<file path="src/rtl/pwm_multi.sv">
`default_nettype none
// ============================================================================
// Module   : pwm_multi
// Purpose  : Multi-channel PWM generator. One shared prescaler and period
//            counter, a per-channel duty compare, edge- or center-aligned
//            counting, and a double-buffered configuration that only takes
//            effect at a period boundary.
// Revision : 1.0 - initial release
// ============================================================================
module pwm_multi #(
    parameter int WIDTH    = 8,
    parameter int CHANNELS = 4,
    parameter int PRE_W    = 8
) (
    input  logic                      clk,
    input  logic                      rst,
    input  logic                      en,
    input  logic                      load,
    input  logic [WIDTH-1:0]          period_in,
    input  logic [PRE_W-1:0]          prescale_in,
    input  logic                      mode_in,
    input  logic [CHANNELS*WIDTH-1:0] duty_in,
    output logic [CHANNELS-1:0]       pwm_out,
    output logic                      period_tick,
    output logic                      load_ack
);

    localparam logic [WIDTH-1:0] c_ONE     = WIDTH'(1);
    localparam logic [PRE_W-1:0] c_PRE_ONE = PRE_W'(1);

    // Shadow set, written by the host side.
    logic [WIDTH-1:0]          r_sh_period;
    logic [PRE_W-1:0]          r_sh_pre;
    logic                      r_sh_mode;
    logic [CHANNELS*WIDTH-1:0] r_sh_duty;
    logic                      r_pending;

    // Active set, used by the counter and comparators.
    logic [WIDTH-1:0]          r_act_period;
    logic [PRE_W-1:0]          r_act_pre;
    logic                      r_act_mode;
    logic [CHANNELS*WIDTH-1:0] r_act_duty;

    // Timebase state.
    logic [PRE_W-1:0]          r_pre_cnt;
    logic [WIDTH-1:0]          r_cnt;
    logic                      r_dir;      // 0 = counting up, 1 = counting down

    logic                      w_tick;
    logic                      w_small;    // P <= 1: center mode degenerates to edge
    logic                      w_center;   // true triangle counting is in effect
    logic                      w_bnd;
    logic                      w_apply;
    logic [CHANNELS-1:0]       w_hit;

    assign w_tick   = en && (r_pre_cnt == r_act_pre);
    assign w_small  = (r_act_period <= c_ONE);
    assign w_center = r_act_mode && !w_small;
    // The boundary is the tick whose next counter value is 0.
    assign w_bnd    = w_tick && (w_center ? (r_dir && (r_cnt == c_ONE))
                                          : (r_cnt == r_act_period));
    assign w_apply  = w_bnd && r_pending;

    generate
        for (genvar gi = 0; gi < CHANNELS; gi++) begin : g_cmp
            assign w_hit[gi] = (r_cnt < r_act_duty[gi*WIDTH +: WIDTH]);
        end
    endgenerate

    // Shadow capture on load; shadow-to-active transfer on a pending boundary.
    // A load coinciding with the boundary applies the old shadow and re-arms.
    always_ff @(posedge clk) begin
        if (rst) begin
            r_sh_period  <= '0;
            r_sh_pre     <= '0;
            r_sh_mode    <= 1'b0;
            r_sh_duty    <= '0;
            r_pending    <= 1'b0;
            r_act_period <= '0;
            r_act_pre    <= '0;
            r_act_mode   <= 1'b0;
            r_act_duty   <= '0;
        end else begin
            if (w_apply) begin
                r_act_period <= r_sh_period;
                r_act_pre    <= r_sh_pre;
                r_act_mode   <= r_sh_mode;
                r_act_duty   <= r_sh_duty;
            end
            if (load) begin
                r_sh_period <= period_in;
                r_sh_pre    <= prescale_in;
                r_sh_mode   <= mode_in;
                r_sh_duty   <= duty_in;
                r_pending   <= 1'b1;
            end else if (w_apply) begin
                r_pending   <= 1'b0;
            end
        end
    end

    // Prescaler and period counter; everything holds while disabled.
    always_ff @(posedge clk) begin
        if (rst) begin
            r_pre_cnt <= '0;
            r_cnt     <= '0;
            r_dir     <= 1'b0;
        end else if (en) begin
            if (w_tick) begin
                r_pre_cnt <= '0;
                if (w_bnd) begin
                    r_cnt <= '0;
                    r_dir <= 1'b0;
                end else if (w_center) begin
                    if (!r_dir) begin
                        if (r_cnt == r_act_period) begin
                            r_cnt <= r_cnt - c_ONE;
                            r_dir <= 1'b1;
                        end else begin
                            r_cnt <= r_cnt + c_ONE;
                        end
                    end else begin
                        r_cnt <= r_cnt - c_ONE;
                    end
                end else begin
                    r_cnt <= r_cnt + c_ONE;
                end
            end else begin
                r_pre_cnt <= r_pre_cnt + c_PRE_ONE;
            end
        end
    end

    // Registered outputs: one clock from counter to pin.
    always_ff @(posedge clk) begin
        if (rst) begin
            pwm_out     <= '0;
            period_tick <= 1'b0;
            load_ack    <= 1'b0;
        end else begin
            pwm_out     <= en ? w_hit : '0;
            period_tick <= w_bnd;
            load_ack    <= w_apply;
        end
    end

endmodule
`default_nettype wire

</file>
<file path="config.mk">
export PLATFORM = sky130hd
export DESIGN_NAME = pwm_multi
export DESIGN_NICKNAME = d
export VERILOG_FILES = /design/src/rtl/pwm_multi.sv
export SDC_FILE = /design/constraint.sdc
export NUM_CORES = 1
export LEC_CHECK = 0
export CORE_MARGIN = 8
export CORE_UTILIZATION = 40
export CTS_BUF_LIST = sky130_fd_sc_hd__clkbuf_8
export CTS_CLUSTER_DIAMETER = 40
export CTS_CLUSTER_SIZE = 24
export DETAILED_ROUTE_END_ITERATION = 8
export MAX_ROUTING_LAYER = met4
export SYNTH_ARGS = -nofsm -noshare
export SYNTH_HDL_FRONTEND = slang
export SYNTH_SLANG_ARGS = --single-unit
export TNS_END_PERCENT = 30
</file>
<file path="constraint.sdc">
create_clock -name clk -period 3.39 [get_ports clk]
set_input_delay 0.5085 -clock clk [delete_from_list [all_inputs] [get_ports clk]]
set_output_delay 0.5085 -clock clk [all_outputs]
set_load 0.1 [all_outputs]
</file>
Word-level counts from Yosys, hierarchy flattened
Index checks and enable logic that the tools add are counted.
{"block": "totals", "regBits": 122, "elab_cells": 50}
{"block": "classes", "addsub": 3, "magnitude_cmp": 5, "n_eq_ne": 3, "muxes": 12, "bitwise_logic": 1, "reduce_logical": 11}
{"operator": "$mux W8", "count": 5}
{"operator": "$lt A8 B8 Y1", "count": 4}
{"operator": "$add A8 B1 Y8 const B", "count": 2}
{"operator": "$eq A8 B8 Y1", "count": 2}
{"operator": "$eq A8 B1 Y1 const B", "count": 1}
{"operator": "$le A8 B1 Y1 const B", "count": 1}
{"operator": "$sub A8 B1 Y8 const B", "count": 1}
{"operator": "$mux W1", "count": 7}
{"operator": "$logic_and A1 B1 Y1", "count": 5}
{"operator": "$reduce_bool A2 Y1", "count": 2}
{"operator": "$reduce_and A3 Y1", "count": 1}
{"operator": "$reduce_and A2 Y1", "count": 1}
{"operator": "$reduce_or A2 Y1", "count": 1}
{"operator": "$logic_not A1 Y1", "count": 1}
{"operator": "$not A1 Y1", "count": 1}

Longest topological paths before layout
{"block": "depth", "depth_word": 8, "depth_mapped": 11}

Worst setup path before layout
OpenSTA, ideal clock, no wires.
{"block": "synth_path", "kind": "register -> register", "start": "reg r_cnt[1]", "end": "reg r_act_pre[0]", "setup_time_ns": 0.132, "t_arrival_ns": 2.217, "required_time_ns": 3.258, "setup_slack_ns": 1.041, "stages_incl_launch_ff": 11, "path_buffers": 2, "period_less_slack_ns": 2.349, "cell_sequence": "dfxtp_1 > inv_1 > ha_1 > or4bb_1 > a2111oi_2 > a21o_1 > nand3_1 > buf_2 > buf_2 > nand2_1 > a21oi_1"}
{"block": "synth_via", "elab_chain_len": 5}
{"item": "start, declared", "line": "46", "text": "logic [WIDTH-1:0] r_cnt;"}
{"item": "start signal, assigned", "line": "117", "text": "r_cnt <= r_cnt - c_ONE;"}
{"item": "start signal, assigned", "line": "120", "text": "r_cnt <= r_cnt + c_ONE;"}
{"item": "start signal, assigned", "line": "123", "text": "r_cnt <= r_cnt - c_ONE;"}
{"item": "$eq A8 B1 Y1", "line": "60", "text": "assign w_bnd = w_tick && (w_center ? (r_dir && (r_cnt == c_ONE))"}
{"item": "$logic_and A1 B1 Y1", "line": "60"}
{"item": "$mux W1 *", "line": "60"}
{"item": "$logic_and A1 B1 Y1 *", "line": "60"}
{"item": "$logic_and A1 B1 Y1 *", "line": "62", "text": "assign w_apply = w_bnd && r_pending;"}
{"item": "end signal, assigned", "line": "86", "text": "r_act_pre <= r_sh_pre;"}
{"item": "end, declared", "line": "40", "text": "logic [PRE_W-1:0] r_act_pre;"}
Every way passes the cells marked *; elsewhere a longest branch is shown, timed or not.
A chain may end at the register's enable or synchronous reset.

Final worst setup path
{"block": "layout_path", "start": "reg r_cnt[6]", "end": "reg r_cnt[7]"}
{"block": "layout_via", "elab_chain_len": 5}
{"item": "$add A8 B1 Y8 (tied with other cells)", "line": "120, 126"}
{"item": "$mux W8 / $logic_and A1 B1 Y1 (equally long branches)", "line": "116, 60"}
{"item": "$mux W8 / $mux W1 (equally long branches)", "line": "115, 60"}
{"item": "$mux W8 / $logic_and A1 B1 Y1 (equally long branches)", "line": "114, 60"}
{"item": "$mux W8 *", "line": "111", "text": "if (w_bnd) begin"}
Marked as above.

==> out/metrics.yaml <==
critical_path:
  cp-end-kind: "register"
  critical_path.cell_chain: "xor2_1 > nor4_2 > a21oi_1 > nor2_1 > mux2i_1 > or4b_2 > a21bo_2"
  start_kind: "register"
  startpoint: "r_cnt[6]"
  max_stage_delay_ns: 0.60
  cp.arrival_ns: 3.15
  critical_path.slowest_cell: "dfxtp_1"
  cp.required_ns: 3.77
  cp_max_fo: 8
  critPathKind: "register to register"
  timing.rr.start: "r_cnt[6]"
cts:
  cts-buffers-inserted: 17
  clockBufferDepth: 2
  postCtsSetupRepairBufs: 0
  cts_root_buf: "clkbuf_8"
  cts_tree: "done"
  clk_pin_slew_ns: 0.07
  h-tree-depth: 4
  tritoncts_num_sinks: 122
  ctsHoldBuffers: 0
  cts_repair_resize_count: 0
  clkLatencyLatePin_ns: 0.43
timing:
  hold_slack_ns: 0.453
  final.period_utilization_pct: 81.6
  slew_headroom_pct: 26.1
  period_minus_slack_ns: 2.77
  finalSetupViolCount: 0
  drv_slew: 0
  fin_tns_setup_ns: 0
  rsz0062_at_grt: "no"
  worstMarginPinSlew_ns: 1.11
  fmax_mhz: 362
  skew_ns: 0.00744
  hold_viol_final: 0
run_status:
  status: "complete, no violations"
global_routing:
  track_usage_pct: 14.8
  grt_max_degree: 113
  grt_pass1_wl_mm: 20.6
  grt_pass1_vias: 4444
  antenna_found_initial: 0
  gr-total-overflow: 0
placed_design:
  dpl.hpwl_mm: 8.56
  place.gp.congestion: 0.856
  place_area_mm2: 0.00618
  dp_cells: 828
  numPortBuffers: 58
synth:
  synth.cell_area_mm2: 0.00547
  syn_nets: 702
  syn_inst: 617
  ys_types: 48
  synth_edf_count: 0
  synth_seq_cells: 122
  avgSynthCellArea_um2: 8.86
  ys.flop_type: "dfxtp_1"
  ys_seq_area_share_pct: 44.7
  synth_warnings: 0
  synthArstFlopShare_pct: 0
layout:
  fillers: 1267
  nets: 756
  fin_cells: 859
  drive_above_1_share_pct: 8.05
  n_antenna_cell: 0
  design_area_mm2: 0.00659
  area_growth_syn_to_layout_pct: 20.5
route:
  drc: 0
  dr.pass1.iters: 4
  drtAntennaViolNets: 0
  post_drt_wl_per_cell_um: 14.2
  vias_per_cell: 4.92
  drt-total-wl_mm: 12.2
  drtIter0Drc: 222
  vias: 4225
hold_path:
  hold_class: "register to register"
  min-delay-start: "r_act_duty[24]"
floorplanning:
  fp.coreArea_mm2: 0.0133
  die_height_um: 133
  fp-row-count: 42
  io_pins: 59
  dieArea_mm2: 0.0177
  die_w_um: 133
  start_util_pct: 41.1
power_and_ir_drop:
  leakage_nw: 2.60
  ir_drop_uv: 252
  power_density_mw_per_mm2: 488
  power_mw: 3.21
job:
  cap_violations: 0
[final cells by class]
class | instances | area (um2) | area share (%)
multi-input cells | 429 | 2750 | 41.7
flip-flops and latches | 122 | 2440 | 37.1
repair buffers | 69 | 656 | 9.95
clock buffers | 18 | 248 | 3.76
well taps | 176 | 220 | 3.34
clock inverters | 13 | 154 | 2.34
inverters | 32 | 120 | 1.82
[metal layers]
layer / vias to the layer above / track usage (%) / wire length [um]
li1: 2184 / - / -
met1: 1958 / 16.8 / 5640
met2: 68 / 24.2 / 5900
met3: 15 / 4.05 / 476
met4: 0 / 5.87 / 159
met5: - / - / 0
[cells in the final DEF (no fill, tap or decap), types with 3 or more instances in the layout]
| master | instances |
|---|---|
| clkinv_2 | 4 |
| nand3_1 | 6 |
| dfxtp_1 | 122 |
| o211a_1 | 4 |
| nand2_1 | 103 |
| clkbuf_8 | 18 |
| or3_1 | 4 |
| clkdlybuf4s50_1 | 56 |
| xnor2_1 | 11 |
| a21oi_1 | 60 |
| nor3_1 | 5 |
| and3_1 | 3 |
| nor2_1 | 63 |
| a21o_1 | 3 |
| a21boi_0 | 4 |
| o21ai_0 | 11 |
| xor2_1 | 13 |
| ha_1 | 32 |
| mux2i_1 | 54 |
| bufinv_16 | 3 |
| clkinvlp_4 | 3 |
| nand4_1 | 6 |
| a2111oi_0 | 4 |
| buf_4 | 12 |
| o21a_1 | 6 |
| inv_1 | 33 |
| nand2b_1 | 6 |
[Yosys cell counts, types with 3 or more instances]
library cell / number / area (um2)
a21o_1: 3 / 22.5
xnor2_1: 11 / 96.3
or3_1: 4 / 25.0
o211a_1: 4 / 40.0
o21ai_0: 11 / 55.1
mux2i_1: 54 / 541
and3_1: 3 / 18.8
xor2_1: 13 / 114
nand4_1: 6 / 37.5
dfxtp_1: 122 / 2440
o21a_1: 6 / 45.0
a21oi_1: 60 / 300
buf_1: 7 / 26.3
a21boi_0: 4 / 30.0
nor3_1: 5 / 25.0
nand2b_1: 6 / 37.5
inv_1: 32 / 120
a2111oi_0: 4 / 35.0
buf_2: 7 / 35.0
nand3_1: 6 / 30.0
nor2_1: 63 / 236
clkbuf_1: 17 / 63.8
nand2_1: 103 / 387
ha_1: 32 / 400
buf_6: 3 / 33.8
[sequential cells by signal, summed over array words and instances (netlist names), 4 cells and up]
| name | cells |
|---|---|
| r_cnt | 8 |
| r_act_duty | 32 |
| r_act_period | 8 |
| r_pre_cnt | 8 |
| r_act_pre | 8 |
| r_sh_duty | 32 |
| r_sh_pre | 8 |
| r_sh_period | 8 |
| pwm_out | 4 |
[final timing paths]
path / end / slack, ns / cells past startpoint
worst max-delay path: r_cnt[7] / 0.62 / 7
worst min-delay path: r_act_duty[24] / 0.45 / 2
worst max register to register: r_cnt[7] / 0.62 / 7
worst min register to register: r_act_duty[24] / 0.45 / 2
[where the power goes]
group	internal [mW]	switching [mW]
clock	0.735	0.570
sequential	1.49	0.0362
combinational	0.169	0.212
[kinds of logic (layout without fill, tap and decap cells)]
kind of cell    after synthesis  after routing  synth area share, %
compound gates              101            101                 11.0
xor+xnor                     24             24                 3.84
fa+ha+maj                    32             32                 7.32
buf+inv                      66            132                 5.10
flops                       122            122                 44.7
mux                          56             56                 10.3
simple gates                216            216                 17.7
[worst max-delay path, delay by kind of cell (launching register included)]
family          cells  cell delay (ns)
simple gates        3             1.27
flops               1             0.60
mux                 1             0.32
compound gates      2             0.40
xor+xnor            1             0.14
[stage by stage]
step                util (%)  worst slack, ns
floorplan                  -             1.04
global placement        46.5            0.679
detailed placement      46.5            0.671
CTS                     49.5            0.639
global route            49.5            0.384
finish                  49.5            0.624
Note: power is estimated with default switching activity, not from simulation.
